--- src/rtl/l2c_pkg.sv ---
// Shared L2C definitions: way count, epoch width, epoch-controller FSM
// states and the modulo-8 epoch arithmetic helper.
package l2c_pkg;

  localparam int L2C_WAYS  = 8;
  localparam int L2C_EPC_W = 3;

  typedef logic [L2C_EPC_W-1:0] epc_t;

  // Scrub-and-advance sequencing states of the epoch controller.
  typedef enum logic [2:0] {
    ST_IDLE = 3'd0,
    ST_REQ  = 3'd1,
    ST_WAIT = 3'd2,
    ST_WR   = 3'd3,
    ST_ADV  = 3'd4
  } epc_state_e;

  // Epoch addition that wraps naturally at the 3-bit boundary (7 + 1 = 0).
  function automatic epc_t epc_add(input epc_t e, input epc_t n);
    return e + n;
  endfunction

endpackage

--- src/rtl/l2c_epc_timer.sv ---
// Epoch period timer: counts down while enabled and emits a one-cycle
// advance request each time the count reaches 1, reloading from the period.
module l2c_epc_timer #(
  parameter int PER_W = 16
) (
  input  logic             clk,
  input  logic             reset,
  input  logic             en,
  input  logic [PER_W-1:0] period,
  output logic             req
);

  logic [PER_W-1:0] cnt;
  logic             run;
  logic             at_one;

  // A zero period disables the timer just like a low enable; a count that
  // somehow sits at 0 is treated like the terminal count so it cannot stall.
  assign run    = en && (period != '0);
  assign at_one = (cnt <= PER_W'(1));
  assign req    = run && at_one;

  // Countdown register; holds its value whenever the timer is not running.
  always_ff @(posedge clk) begin
    if (reset) begin
      cnt <= period;
    end else if (run) begin
      if (at_one) begin
        cnt <= period;
      end else begin
        cnt <= cnt - PER_W'(1);
      end
    end
  end

endmodule

--- src/rtl/l2c_epc_ctl.sv ---
// L2C epoch controller. Before each epoch advance it walks every set,
// reads the tags and rewrites any valid, non-transient way stamped with
// cur+2 back to cur, so that stamp cannot alias the new "next" epoch
// after the 3-bit wrap. Then it bumps the epoch seen by the policy.
module l2c_epc_ctl
  import l2c_pkg::*;
#(
  parameter int SET_W = 9,
  parameter int PER_W = 16
) (
  input  logic                          Clk,
  input  logic                          Reset,
  input  logic                          i_epoch_en,
  input  logic [PER_W-1:0]              i_epoch_period,
  input  logic                          i_sw_advance,
  output logic [L2C_EPC_W-1:0]          o_ctl_epoch,
  output logic                          o_scrub_busy,
  output logic                          o_epoch_overrun,
  input  logic                          i_clr_overrun,
  output logic                          o_scr_req,
  output logic [SET_W-1:0]              o_scr_set,
  input  logic                          i_scr_gnt,
  input  logic                          i_scr_rd_vld,
  input  logic [L2C_WAYS-1:0]           i_scr_tag_V,
  input  logic [L2C_WAYS-1:0]           i_scr_tag_transient,
  input  logic [L2C_WAYS*L2C_EPC_W-1:0] i_scr_tag_epc,
  output logic                          o_scr_wr_vld,
  output logic [L2C_WAYS-1:0]           o_scr_wr_mask,
  output logic [L2C_EPC_W-1:0]          o_scr_wr_epc,
  input  logic                          i_scr_wr_ack
);

  epc_state_e          state, state_n;
  logic [SET_W-1:0]    set_q, set_n;
  logic [L2C_WAYS-1:0] mask_q, mask_n;
  epc_t                epoch_q, epoch_n;
  logic                pend_q, pend_n;
  logic                overrun_q, overrun_n;

  logic                tmr_req;
  logic                new_req;
  logic                last_set;
  logic [L2C_WAYS-1:0] match;
  epc_t                stale_epc;

  l2c_epc_timer #(
    .PER_W (PER_W)
  ) u_timer (
    .clk    (Clk),
    .reset  (Reset),
    .en     (i_epoch_en),
    .period (i_epoch_period),
    .req    (tmr_req)
  );

  assign new_req   = tmr_req | i_sw_advance;
  assign last_set  = (set_q == {SET_W{1'b1}});
  assign stale_epc = epc_add(epoch_q, epc_t'(2));

  // Ways that would alias the upcoming "next" epoch once the epoch advances;
  // transient ways are left alone because the fill path restamps them.
  always_comb begin
    match = '0;
    for (int w = 0; w < L2C_WAYS; w++) begin
      match[w] = i_scr_tag_V[w] & ~i_scr_tag_transient[w] &
                 (i_scr_tag_epc[L2C_EPC_W*w +: L2C_EPC_W] == stale_epc);
    end
  end

  // Next-state logic: a request in IDLE starts a scrub at once, otherwise
  // it is remembered in the pending flag for the scrub after this one.
  always_comb begin
    state_n = state;
    set_n   = set_q;
    mask_n  = mask_q;
    epoch_n = epoch_q;
    pend_n  = pend_q;
    if (new_req) begin
      pend_n = 1'b1;
    end
    case (state)
      ST_IDLE: begin
        if (pend_q || new_req) begin
          state_n = ST_REQ;
          set_n   = '0;
          pend_n  = 1'b0;
        end
      end
      ST_REQ: begin
        if (i_scr_gnt) begin
          state_n = ST_WAIT;
        end
      end
      ST_WAIT: begin
        if (i_scr_rd_vld) begin
          if (match != '0) begin
            state_n = ST_WR;
            mask_n  = match;
          end else if (last_set) begin
            state_n = ST_ADV;
          end else begin
            state_n = ST_REQ;
            set_n   = set_q + SET_W'(1);
          end
        end
      end
      ST_WR: begin
        if (i_scr_wr_ack) begin
          mask_n = '0;
          if (last_set) begin
            state_n = ST_ADV;
          end else begin
            state_n = ST_REQ;
            set_n   = set_q + SET_W'(1);
          end
        end
      end
      ST_ADV: begin
        epoch_n = epc_add(epoch_q, epc_t'(1));
        set_n   = '0;
        state_n = ST_IDLE;
      end
      default: begin
        state_n = ST_IDLE;
      end
    endcase
  end

  // Overrun is sticky until software clears it; a clear beats a new overrun.
  always_comb begin
    overrun_n = overrun_q | (new_req & pend_q);
    if (i_clr_overrun) begin
      overrun_n = 1'b0;
    end
  end

  // State and datapath registers; reset abandons any scrub in flight.
  always_ff @(posedge Clk) begin
    if (Reset) begin
      state     <= ST_IDLE;
      set_q     <= '0;
      mask_q    <= '0;
      epoch_q   <= '0;
      pend_q    <= 1'b0;
      overrun_q <= 1'b0;
    end else begin
      state     <= state_n;
      set_q     <= set_n;
      mask_q    <= mask_n;
      epoch_q   <= epoch_n;
      pend_q    <= pend_n;
      overrun_q <= overrun_n;
    end
  end

  assign o_ctl_epoch     = epoch_q;
  assign o_scrub_busy    = (state != ST_IDLE);
  assign o_epoch_overrun = overrun_q;
  assign o_scr_req       = (state == ST_REQ);
  assign o_scr_set       = set_q;
  assign o_scr_wr_vld    = (state == ST_WR);
  assign o_scr_wr_mask   = mask_q;
  assign o_scr_wr_epc    = (state == ST_WR) ? epoch_q : '0;

endmodule
--- config.mk ---
export PLATFORM = sky130hd
export DESIGN_NAME = l2c_epc_ctl
export DESIGN_NICKNAME = d
export VERILOG_FILES = /design/src/rtl/l2c_pkg.sv /design/src/rtl/l2c_epc_timer.sv /design/src/rtl/l2c_epc_ctl.sv
export SDC_FILE = /design/constraint.sdc
export NUM_CORES = 1
export LEC_CHECK = 0
export ABC_AREA = 1
export CAP_MARGIN = 0
export CORE_MARGIN = 2
export CORE_UTILIZATION = 45
export CTS_CLUSTER_SIZE = 30
export DETAILED_ROUTE_END_ITERATION = 7
export DONT_BUFFER_PORTS = 1
export PLACE_DENSITY = 0.71
export SLEW_MARGIN = 20
export SYNTH_ARGS = -nofsm -noshare
export SYNTH_HDL_FRONTEND = slang
export SYNTH_SLANG_ARGS = --single-unit
--- constraint.sdc ---
create_clock -name Clk -period 2.4 [get_ports Clk]
set_input_delay 0.48 -clock Clk [delete_from_list [all_inputs] [get_ports Clk]]
set_output_delay 0.48 -clock Clk [all_outputs]
set_load 0.005 [all_outputs]
==> flow_metrics.tcl <==
set metrics [dict create \
    fp-row-count 29 \
    antenna_cells 0 \
    r2r-start "o_scr_set[0]" \
    antenna_found_initial 0 \
    drive_above_1_share_pct 6.17 \
    boundaryPins 91 \
    status "finished, final reports clean" \
    synth_top_area_share_pct 17.5 \
    powerDensity_nw_per_um2 689 \
    num_vias 2848 \
    die_x_um 84.7 \
    fin_crit_sh_pct 89.9 \
    syn_area_um2 2930 \
    nets 538 \
    min_path_cells 1 \
    fin_setup_tns_ns 0 \
    slew_headroom_pct 63.8 \
    syn_to_final_growth_pct 6.18 \
    wl_per_cell_um 12.7 \
    core_um2 6310 \
    cts_tree "built" \
    seqCellArea_um2 981 \
    synth_ff_type "dfxtp_1" \
    grt_use_total_pct 19.4 \
    dieArea_um2 7180 \
    multi_input_area_um2 1620 \
    synthTopCellsByCount "nand2_1, nor2_1, inv_1" \
    routabilityCongestion 0.827 \
    clk_pin_slew_ns 0.07 \
    drcViolationCount 0 \
    yosysMostFrequentCell "nand2_1" \
    n_fill_cell 648 \
    setup.worst_path.start_class "register" \
    htree_levels 2 \
    die_height_um 84.7 \
    port_buffers 0 \
    cts_hold_buf 0 \
    end_kind "register" \
    muxShareOfSynthArea_pct 0 \
    worstMarginPinSlew_ns 0.542 \
    clockBufferDepth 2 \
    vias_per_cell 5.21 \
    hp-class "input pin to register" \
    mappedNetlistNets 536 \
    r2r_cells 12 \
    drv_slew 0 \
    async_flop_share_pct 0 \
    clock-sinks 41 \
    grt_max_degree 22 \
    drt_iter0_markers 181 \
    grt_pass1_vias 2706 \
    grt_overflow_total 0 \
    holdWs_ns 0.252 \
    worst_r2r_endpoint "o_scr_set[3]" \
    cts_resized 0 \
    initial_utilization_pct 46.5 \
    wl_um 6970 \
    worst_ep_arrival_time_ns 2.39 \
    post-cts-setup-buffer-count 0 \
    fin_area_um2 3120 \
    synth_edf_count 16 \
    cp_max_fo 11 \
    ys_warn_count 0 \
    required_ns 2.63 \
    reg2reg_slack_ns 0.24 \
    ys_seq_elements 41 \
    clock_skew_ns 0.0166 \
    holdPathEnd "state[1]" \
    synth_area_leader_cell "nand2_1" \
    final_antenna_net_count 0 \
    rsz0062_at_grt "false" \
    finalHoldViolations 0 \
    place_area_um2 3010 \
    synthAdderAreaFrac_pct 2.13 \
    grt_pass1_wl_um 11500 \
    clk_latency_ns 0.30 \
    fmax_mhz 464 \
    clockRootBuffer "clkbuf_8" \
    hpwl_um 5400 \
    ys_seq_area_share_pct 33.4 \
    p_leak_uw 0.00143 \
    cts_buffers 5 \
    dr.pass1.iters 5 \
    min_from "Reset" \
    synth_xor_area_share_pct 2.99 \
    syn_inst 467 \
    ys_types 30 \
    synth_area_leaders "nand2_1, dfxtp_1, edfxtp_1" \
    cap_violations 0 \
    setup-violations-final 0 \
    avgSynthCellArea_um2 6.28 \
    peakVddDrop_v 0.000439 \
    synth_top_family_by_area "simple AND/OR/NAND/NOR gates" \
    synth-simple-area-share_pct 40.7 \
    synth_compound_area_share_pct 9.30 \
    min_period_ns 2.16 \
    critPathKind "register to register" \
]
## layout by cell type, fill, tap and decap left out, types with 7 or more instances in the layout
master and count:
a21oi_1 21, buf_4 8, dfxtp_1 25, edfxtp_1 16, inv_1 66, nand2_1 137, nand3_1 42, nand4_1 8
nor2_1 70, o21ai_0 22, xor2_1 7
## flip-flops by register name, indices dropped and copies added (netlist names)
| signal | cells |
|---|---|
| o_ctl_epoch | 3 |
| o_epoch_overrun | 1 |
| o_scr_set | 9 |
| o_scr_wr_mask | 8 |
| pend_q | 1 |
| state | 3 |
| u_timer.cnt | 16 |
## critical path: stages (launching register included)
cell	delay, ns
dfxtp_1	0.36
ha_1	0.24
nand3_1	0.12
nor2_1	0.07
nand3_1	0.09
nor2_1	0.05
ha_1	0.18
or2_2	0.33
a21oi_4	0.17
nand3_2	0.22
nand2_1	0.13
nand2_1	0.06
nor2_1	0.08
## where the power goes
group          switching (µW)  internal, µW
Sequential               84.8           832
Clock                     237           267
Combinational             477           249
Total                     799          1350
## worst max path at each step
| stage | from | to | depth (start not counted) |
|---|---|---|---|
| 2_1_floorplan | o_scr_set[0] | o_scr_set[3] | 12 |
| 5_1_grt | o_scr_set[0] | o_scr_set[4] | 11 |
| 3_3_place_gp | o_scr_set[0] | o_scr_set[4] | 11 |
| 6_report | o_scr_set[0] | o_scr_set[3] | 12 |
| 4_1_cts | o_scr_set[0] | o_scr_set[3] | 12 |
| 3_5_place_dp | o_scr_set[0] | o_scr_set[3] | 12 |
## final cells by class
| type | count | area share (%) |
|---|---|---|
| Multi-Input combinational cell | 344 | 51.9 |
| Sequential cell | 41 | 31.5 |
| Inverter | 69 | 8.31 |
| Clock buffer | 7 | 3.13 |
| Tap cell | 77 | 3.09 |
| Timing Repair Buffer | 8 | 1.93 |
| Clock inverter | 1 | 0.161 |
## through the flow
step	power [µW]	utilization, %	std cells	setup WS (ns)
3_5_place_dp	1650	47.7	539	0.265
4_1_cts	2160	49.3	547	0.242
3_3_place_gp	1640	47.7	539	0.324
5_1_grt	2300	49.3	547	0.0504
2_1_floorplan	1510	-	467	0.364
6_report	2150	49.3	547	0.243
## layer usage
metal	wire length, µm	part of all wire (%)	vias up	track usage (%)
met2	3250	47	76	32.1
met4	121	1.7	0	7.36
met1	3160	45	1279	24.3
li1	-	-	1482	-
met3	440	6.3	11	4.92
met5	0	0	-	0
## cell families (layout without fill, tap and decap cells)
group / Yosys count / after routing
and+or+nand+nor: 279 / 279
adders and majority gates: 5 / 5
xor gates and xnor gates: 10 / 10
AOI/OAI and AO/OA: 50 / 50
DFF: 41 / 41
buffers and inverters: 82 / 85
No activity file was read; power rests on OpenSTA's default activity.
